**config.mk**
```make
export PLATFORM = sky130hd
export DESIGN_NAME = sample_xfer_seq
export DESIGN_NICKNAME = d
export VERILOG_FILES = /design/src/rtl/sample_xfer_seq.sv
export SDC_FILE = /design/constraint.sdc
export NUM_CORES = 1
export LEC_CHECK = 0
export CAP_MARGIN = 20
export CORE_UTILIZATION = 55
export DETAILED_ROUTE_END_ITERATION = 10
export DONT_BUFFER_PORTS = 1
export GPL_ROUTABILITY_DRIVEN = 1
export PLACE_DENSITY = 0.73
export RECOVER_POWER = 50
export SLEW_MARGIN = 10
export SYNTH_ARGS = -nofsm -noshare
export SYNTH_HDL_FRONTEND = slang
export SYNTH_SLANG_ARGS = --single-unit
```
**constraint.sdc**
```tcl
create_clock -name CLK -period 1.45 [get_ports CLK]
set_input_delay 0.145 -clock CLK [delete_from_list [all_inputs] [get_ports CLK]]
set_output_delay 0.145 -clock CLK [all_outputs]
set_load 0.05 [all_outputs]
```
**src/rtl/sample_xfer_seq.sv**
```systemverilog
`default_nettype none
// ============================================================================
//  Module   : sample_xfer_seq
//  Purpose  : Moves one event's ADC samples from the sample buffers to the
//             readout FIFO. When RDY is seen, it waits, reads the L1A-number
//             buffer, then walks a chip/channel/sample address with one
//             RDENA per word. It supports downstream backpressure (HOLD),
//             a synchronous ABORT, and back-to-back event chaining.
//  Ports    : CLK, RST (async, active-high)
//             RDY, JTAG_MODE, HOLD, ABORT                  - control inputs
//             L1A_RD_EN                                    - L1A buffer read
//             RDENA, CHIP, CHAN, SAMP, FIRST, LAST         - word read strobe
//             DONE (one-cycle pulse), BUSY (not IDLE)      - status
//  Revision : 1.0 - initial release
// ============================================================================
module sample_xfer_seq #(
    parameter int NCHIP    = 6,
    parameter int NCHAN    = 16,
    parameter int NSAMP    = 8,
    parameter int PRE_WAIT = 4,
    parameter int L1A_CYC  = 2,
    localparam int CW = (NCHIP > 1) ? $clog2(NCHIP) : 1,
    localparam int NW = (NCHAN > 1) ? $clog2(NCHAN) : 1,
    localparam int SW = (NSAMP > 1) ? $clog2(NSAMP) : 1
) (
    input  logic          CLK,
    input  logic          RST,
    input  logic          RDY,
    input  logic          JTAG_MODE,
    input  logic          HOLD,
    input  logic          ABORT,
    output logic          L1A_RD_EN,
    output logic          RDENA,
    output logic [CW-1:0] CHIP,
    output logic [NW-1:0] CHAN,
    output logic [SW-1:0] SAMP,
    output logic          FIRST,
    output logic          LAST,
    output logic          DONE,
    output logic          BUSY
);

    localparam int CYCMAX = (PRE_WAIT > L1A_CYC) ? PRE_WAIT : L1A_CYC;
    localparam int CYW    = (CYCMAX > 1) ? $clog2(CYCMAX) : 1;

    typedef enum logic [2:0] {
        ST_IDLE = 3'd0,
        ST_WAIT = 3'd1,
        ST_L1A  = 3'd2,
        ST_XFER = 3'd3,
        ST_DONE = 3'd4
    } state_t;

    state_t          r_state;
    logic [CYW-1:0]  r_cyc;
    logic [CW-1:0]   r_chip;
    logic [NW-1:0]   r_chan;
    logic [SW-1:0]   r_samp;

    logic            w_start;
    logic            w_slot;
    logic            w_issue;
    logic            w_chip_max;
    logic            w_chan_max;
    logic            w_samp_max;
    logic [CW-1:0]   w_chip_nxt;
    logic [NW-1:0]   w_chan_nxt;
    logic [SW-1:0]   w_samp_nxt;

    assign w_start    = RDY && !JTAG_MODE;
    assign w_chip_max = (r_chip == CW'(NCHIP - 1));
    assign w_chan_max = (r_chan == NW'(NCHAN - 1));
    assign w_samp_max = (r_samp == SW'(NSAMP - 1));

    // Chip is the fastest index; channel advances on chip wrap, sample on
    // channel wrap. Degenerate dimensions (size 1) simply wrap every word.
    always_comb begin
        w_chip_nxt = w_chip_max ? '0 : r_chip + CW'(1);
        w_chan_nxt = r_chan;
        w_samp_nxt = r_samp;
        if (w_chip_max) begin
            w_chan_nxt = w_chan_max ? '0 : r_chan + NW'(1);
            if (w_chan_max) begin
                w_samp_nxt = w_samp_max ? '0 : r_samp + SW'(1);
            end
        end
    end

    // A word may be issued on the edge that leaves L1A_RD and on every XFER
    // edge until the last word is on the bus (LAST high means the word
    // currently presented is the final one, so the next edge goes to DONE).
    always_comb begin
        w_slot = 1'b0;
        case (r_state)
            ST_L1A:  w_slot = (r_cyc == CYW'(L1A_CYC - 1));
            ST_XFER: w_slot = !LAST;
            default: w_slot = 1'b0;
        endcase
    end

    assign w_issue = w_slot && !HOLD && !ABORT;

    always_ff @(posedge CLK or posedge RST) begin
        if (RST) begin
            r_state   <= ST_IDLE;
            r_cyc     <= '0;
            r_chip    <= '0;
            r_chan    <= '0;
            r_samp    <= '0;
            L1A_RD_EN <= 1'b0;
            RDENA     <= 1'b0;
            CHIP      <= '0;
            CHAN      <= '0;
            SAMP      <= '0;
            FIRST     <= 1'b0;
            LAST      <= 1'b0;
            DONE      <= 1'b0;
            BUSY      <= 1'b0;
        end else begin
            RDENA     <= 1'b0;
            L1A_RD_EN <= 1'b0;
            DONE      <= 1'b0;
            FIRST     <= 1'b0;
            LAST      <= 1'b0;

            if (ABORT) begin
                r_state <= ST_IDLE;
                r_cyc   <= '0;
                r_chip  <= '0;
                r_chan  <= '0;
                r_samp  <= '0;
                CHIP    <= '0;
                CHAN    <= '0;
                SAMP    <= '0;
                BUSY    <= 1'b0;
            end else begin
                case (r_state)
                    ST_IDLE: begin
                        r_cyc  <= '0;
                        r_chip <= '0;
                        r_chan <= '0;
                        r_samp <= '0;
                        if (w_start) begin
                            r_state <= ST_WAIT;
                            BUSY    <= 1'b1;
                        end
                    end
                    ST_WAIT: begin
                        if (r_cyc == CYW'(PRE_WAIT - 1)) begin
                            r_state   <= ST_L1A;
                            r_cyc     <= '0;
                            L1A_RD_EN <= 1'b1;
                        end else begin
                            r_cyc <= r_cyc + CYW'(1);
                        end
                    end
                    ST_L1A: begin
                        if (r_cyc == CYW'(L1A_CYC - 1)) begin
                            r_state <= ST_XFER;
                            r_cyc   <= '0;
                        end else begin
                            r_cyc     <= r_cyc + CYW'(1);
                            L1A_RD_EN <= 1'b1;
                        end
                    end
                    ST_XFER: begin
                        if (LAST) begin
                            r_state <= ST_DONE;
                            DONE    <= 1'b1;
                        end
                    end
                    ST_DONE: begin
                        r_cyc  <= '0;
                        r_chip <= '0;
                        r_chan <= '0;
                        r_samp <= '0;
                        if (w_start) begin
                            r_state <= ST_WAIT;
                        end else begin
                            r_state <= ST_IDLE;
                            BUSY    <= 1'b0;
                        end
                    end
                    default: begin
                        r_state <= ST_IDLE;
                        BUSY    <= 1'b0;
                    end
                endcase

                if (w_issue) begin
                    RDENA  <= 1'b1;
                    CHIP   <= r_chip;
                    CHAN   <= r_chan;
                    SAMP   <= r_samp;
                    FIRST  <= (r_chip == '0) && (r_chan == '0) && (r_samp == '0);
                    LAST   <= w_chip_max && w_chan_max && w_samp_max;
                    r_chip <= w_chip_nxt;
                    r_chan <= w_chan_nxt;
                    r_samp <= w_samp_nxt;
                end
            end
        end
    end

endmodule
`default_nettype wire

```
==> results of run 1 <==
[critical path, delay by kind of cell (launching register included)]
family | cells | cell delay, ns
AO/OA/AOI/OAI | 3 | 0.48
flip-flops | 1 | 0.40
buffers and inverters | 2 | 0.23
AND/OR/NAND/NOR | 1 | 0.22
adder cells (fa/ha/maj) | 1 | 0.20
[logic make-up after synthesis]
group                      Yosys count
adders and majority gates           10
and+or+nand+nor                     51
AOI/OAI and AO/OA                   25
buffers and inverters               16
xor gates and xnor gates             1
DFF                                 31
muxes                               13
[synth_stat cells (all sizes together), types with 2 or more instances]
cell type and instances:
a21o 2, clkbuf 3, nor3 5, nand3b 4, dfrtp 31, and4 2, nand2 5, a22o 4
nor2 19, or3b 2, ha 8, mux2i 13, buf 4, a21oi 4, o21ai 3, inv 9
nor2b 3, nor3b 2, maj3 2
[sequential cells by signal, summed over array words and instances (netlist names)]
register / cells
CHIP: 3
r_cyc: 2
CHAN: 4
r_state: 3
SAMP: 3
RDENA: 1
DONE: 1
r_samp: 3
FIRST: 1
LAST: 1
r_chan: 4
r_chip: 3
BUSY: 1
L1A_RD_EN: 1
[layout make-up]
cell class / instances / area, sq um / area share
multi-input cells: 100 / 836 / 0.400
clock inverters: 1 / 5.00 / 0.00240
inverters: 9 / 33.8 / 0.0162
flip-flops and latches: 31 / 779 / 0.374
repair buffers: 40 / 343 / 0.164
well taps: 31 / 38.8 / 0.0186
clock buffers: 6 / 51.3 / 0.0246
[worst max path at each step]
stage               startpoint         to  slack [ns]  cells past startpoint
floorplan             r_cyc[1]  r_samp[0]       -0.03                      6
global placement      r_cyc[0]  r_chan[3]       -0.06                      6
detailed placement    r_cyc[0]    CHAN[3]       -0.10                      6
CTS                   r_cyc[1]  r_samp[0]       -0.09                      6
global route          r_cyc[1]  r_chan[0]       -0.23                      7
finish                r_cyc[1]  r_chan[3]       -0.18                      7
[through the flow]
step / hold WS, ns / setup TNS [ns] / setup WS [ns]
floorplan: 0.248 / -0.264 / -0.0308
global placement: 0.0562 / -0.624 / -0.0622
detailed placement: 0.0655 / -1.26 / -0.103
CTS: -0.157 / -0.720 / -0.0938
global route: -0.162 / -3.91 / -0.228
finish: -0.153 / -2.15 / -0.179
[power by group]
| part | internal (mW) | switching (mW) | total, mW |
|---|---|---|---|
| Combinational | 0.156 | 0.149 | 0.305 |
| Sequential | 0.880 | 0.0310 | 0.911 |
| Clock | 0.224 | 0.280 | 0.504 |
| Total | 1.26 | 0.459 | 1.72 |
[routing by layer]
metal  part of all wire  up-vias
li1                   -      608
met1               0.39      638
met2               0.54       36
met3              0.055        7
met4              0.015        0
met5                  0        -
[repair_timing]
item	CTS	global route
endpoints found under the setup margin	23	27
setup buffers	1	6
hold endpoints to repair	26	16
pin swaps	7	12
resized for setup	5	16
==> impl_metrics.tcl, run 1 <==
set metrics [dict create \
    synth_top_area_cell "dfrtp_1" \
    period_needed_ns 1.63 \
    cts.sinks 31 \
    syn_nets 161 \
    critPathRequiredTime_ns 1.68 \
    grt.met2_usage 0.430 \
    synth_edf_count 0 \
    layout-drive-gt1-share 0.369 \
    place_hpwl_um 2500 \
    dp.cells 203 \
    slew_violations 0 \
    gp_congestion 0.820 \
    row_count 19 \
    leakage_nw 1.06 \
    fillers 192 \
    use_met3 0.0651 \
    r2r_end "r_chan[3]" \
    final_util 0.757 \
    yosysTopAreaCellShare 0.483 \
    clockRootBuffer "clkbuf_4" \
    critPathCaptureType "register" \
    synth_mux_area_frac 0.0811 \
    synthSimpleGateAreaFrac 0.186 \
    relSlewSlack 0.676 \
    rsz0062_at_grt "true" \
    ys_ff_latch 31 \
    slowest_stage "dfrtp_1" \
    clock.fmax_mhz 614 \
    netlist_instances 147 \
    peakVddDrop_mv 0.792 \
    crit_path_start_kind "register" \
    synth_ff_type "dfrtp_1" \
    grt_use_total 0.256 \
    setup_ws_ns -0.179 \
    core-area_sq_um 2760 \
    grt_max_degree 21 \
    hold_start "ABORT" \
    fin_crit_sh 1.12 \
    layout_common_cells "29 x buf_4, 28 x dfrtp_1, 16 x nor2_1, 13 x mux2i_1" \
    cts_tree "yes" \
    portBuffers 0 \
    outcome "finished, violations left" \
    routedWlPerCell_um 17.0 \
    synth.yosys.seq_area_share 0.483 \
    p_per_area_nw_per_um2 824 \
    syn_area_sq_um 1610 \
    drt-pass1-iter-count 4 \
    grt_pass1_vias 1315 \
    hold_viol_final 17 \
    wl_um 3710 \
    crit_type "register to register" \
    clock_path_buffers 2 \
    min-delay-path-class "input pin to register" \
    grt_pass1_wl_um 6000 \
    vias_per_cell 5.91 \
    drcViolationCount 0 \
    grt_antenna_before_repair 0 \
    synth_top_family_by_area "simple AND/OR/NAND/NOR gates" \
    fin_nets 201 \
    path_max_fanout 3 \
    htreeDepth 2 \
    max_cap_viol_count 0 \
    start_util 0.582 \
    reg2reg_slack_ns -0.18 \
    holdWs_ns -0.153 \
    dr.first_iter.drc_count 25 \
    synth_xor_area_frac 0.00546 \
    hold_buffers 1 \
    synth_area_leaders "dfrtp_1 48%, mux2i_1 8.1%, ha_1 6.2%, nor2_1 4.4%, a22o_1 2.2%" \
    met1_usage 0.296 \
    power.total_mw 1.72 \
    syn_to_final_growth_pct 30.0 \
    ant_nets 0 \
    insertedDiodeCount 0 \
    skew_ns 0.00740 \
    yosysWarnings 0 \
    min_to "BUSY" \
    vias 1289 \
    max_stage_delay_ns 0.40 \
    cts_buffers 5 \
    async_reset_ff_frac 1.00 \
    grt-ovfl-total 0 \
    hold_path_depth 1 \
    layout_commonest_cell "buf_4" \
    ios 22 \
    die_x_um 56.0 \
    insertion_delay_ns 0.34 \
    placed_cell_area_sq_um 1910 \
    final_area_sq_um 2090 \
    violations "hold timing, setup timing" \
    tightest_slew_ns 0.486 \
    worstRegToRegCells 7 \
    stdcell_count 218 \
    worstPathCellList "inv_1 -> ha_2 -> nor2b_4 -> buf_4 -> o211ai_4 -> a22o_1 -> a21o_1" \
    r2r-start "r_cyc[1]" \
    worst_ep_arrival_time_ns 1.86 \
    synth-adder-area-share 0.0748 \
    synth_area_per_cell_sq_um 10.9 \
    synth_compound_area_frac 0.129 \
    die_area_sq_um 3140 \
    top_usage_layer "met2" \
    clk_pin_slew_ns 0.09 \
    synth_cell_types 49 \
    die_y_um 56.0 \
    setup_viol 22 \
]
No activity file was read; power rests on OpenSTA's default activity.
==> run 2, diff against run 1 <==
Settings changed: RECOVER_POWER 50 to unset.
==> run 2 against run 1 <==
Net effect:
- the run still ends with hold timing, setup timing left
- setup slack about the same
- flip-flop and latch count did not move
- die area unchanged
- largest cell class unchanged
- combinational power grew 2%
- sequential power barely moved
==> impl_metrics.tcl, run 2 (synthesized netlist as in run 1, its figures left out) <==
set metrics [dict create \
    outcome "finished, violations left" \
    violations "hold timing, setup timing" \
    min-delay-path-class "input pin to register" \
    placed_cell_area_sq_um 1910 \
    cts_tree "yes" \
    crit_path_start_kind "register" \
    grt_antenna_before_repair 0 \
    insertion_delay_ns 0.34 \
    clockRootBuffer "clkbuf_4" \
    worstPathCellList "inv_1 -> ha_2 -> nor2b_4 -> buf_4 -> o211ai_4 -> a22o_1 -> a21o_1" \
    hold_viol_final 17 \
    ios 22 \
    die_y_um 56.0 \
    fin_nets 201 \
    vias_per_cell 5.92 \
    setup_ws_ns -0.179 \
    max_cap_viol_count 0 \
    place_hpwl_um 2500 \
    biggestRegsByFlops "CHAN x4, r_chan x4" \
    clock.fmax_mhz 614 \
    wl_um 3710 \
    holdWs_ns -0.153 \
    ant_nets 0 \
    core-area_sq_um 2760 \
    drcViolationCount 0 \
    skew_ns 0.00710 \
    power.total_mw 1.72 \
    fillers 190 \
    dr.first_iter.drc_count 24 \
    layout_common_cells "29 x buf_4, 28 x dfrtp_1, 16 x nor2_1, 13 x mux2i_1" \
    clk_pin_slew_ns 0.09 \
    crit_type "register to register" \
    drt-pass1-iter-count 4 \
    hold_buffers 1 \
    critPathCaptureType "register" \
    portBuffers 0 \
    setup_viol 22 \
    routedWlPerCell_um 17.0 \
    row_count 19 \
    syn_to_final_growth_pct 30.9 \
    final_util 0.762 \
    max_stage_delay_ns 0.40 \
    grt_max_degree 21 \
    vias 1290 \
    ff_latch_area_sq_um 779 \
    grt_pass1_vias 1315 \
    start_util 0.582 \
    cts.sinks 31 \
    grt_pass1_wl_um 6000 \
    cts_buffers 5 \
    die_x_um 56.0 \
    htreeDepth 2 \
    fin_crit_sh 1.12 \
    tightest_slew_ns 0.486 \
    layout_commonest_cell "buf_4" \
    leakage_nw 1.06 \
    insertedDiodeCount 0 \
    p_per_area_nw_per_um2 821 \
    final_area_sq_um 2100 \
    relSlewSlack 0.676 \
    clock_path_buffers 2 \
    grt_use_total 0.256 \
    die_area_sq_um 3140 \
    critPathRequiredTime_ns 1.68 \
    grt-ovfl-total 0 \
    worst_ep_arrival_time_ns 1.86 \
    period_needed_ns 1.63 \
    gp_congestion 0.820 \
    layout-drive-gt1-share 0.369 \
    multi_input_comb_area_sq_um 836 \
    peakVddDrop_mv 0.792 \
    path_max_fanout 3 \
    slowest_stage "dfrtp_1" \
    rsz0062_at_grt "true" \
    slew_violations 0 \
]
## run 2: what timing repair did
| action | 4_1_cts | 5_1_grt |
|---|---|---|
| pin swaps | 7 | 12 |
| setup endpoints to repair | 23 | 27 |
| gates resized for setup | 5 | 16 |
| setup buffers | 1 | 6 |
| hold endpoints to repair | 26 | 16 |
## run 2: cell type report
class,count,area share
clock buffer,6,0.0244
clock inverter,1,0.00238
multi-input combinational,100,0.398
sequential,31,0.371
tap,31,0.0185
timing repair buffer,40,0.170
inverter,9,0.0161
## run 2: worst max-delay path, delay by kind of cell (launching register included)
| kind | cells | cell delay (ns) |
|---|---|---|
| AND/OR/NAND/NOR | 1 | 0.22 |
| AO/OA/AOI/OAI | 3 | 0.48 |
| buffers and inverters | 2 | 0.23 |
| flip-flops | 1 | 0.40 |
| adder cells (fa/ha/maj) | 1 | 0.20 |
## run 2: report_power, final
part	switching, mW	total, mW	leakage (nW)	internal, mW
sequential	0.0310	0.911	0.426	0.880
clock	0.279	0.503	0.0341	0.224
combinational	0.150	0.310	0.604	0.160
total	0.460	1.72	1.06	1.26
## run 2: metrics by stage
step	cells	worst slack (ns)	TNS [ns]	hold slack [ns]
detailed placement	203	-0.103	-1.26	0.0655
floorplan	147	-0.0308	-0.264	0.248
global route	218	-0.228	-3.91	-0.162
global placement	203	-0.0622	-0.624	0.0562
finish	218	-0.179	-2.15	-0.153
CTS	212	-0.0938	-0.720	-0.157
## run 2: per-layer routing
metal  global-route usage  share of wire  vias to the layer above
li1                     -              -                      608
met1                0.296           0.39                      639
met2                0.430           0.54                       36
met3               0.0651          0.055                        7
met4                0.146          0.015                        0
met5                    0              0                        -
## run 2: path summary, 6_finish.rpt
path | from | end | slack [ns] | cells past startpoint
min in group asynchronous | RST | DONE | 0.25 | 2
worst min register to register | CHAN[2] | CHAN[2] | 0.54 | 2
worst max register to register | r_cyc[1] | r_chan[3] | -0.18 | 7
max in group asynchronous | RST | r_samp[1] | 0.73 | 3
worst max-delay path | r_cyc[1] | r_chan[3] | -0.18 | 7
worst min-delay path | ABORT | BUSY | -0.15 | 1
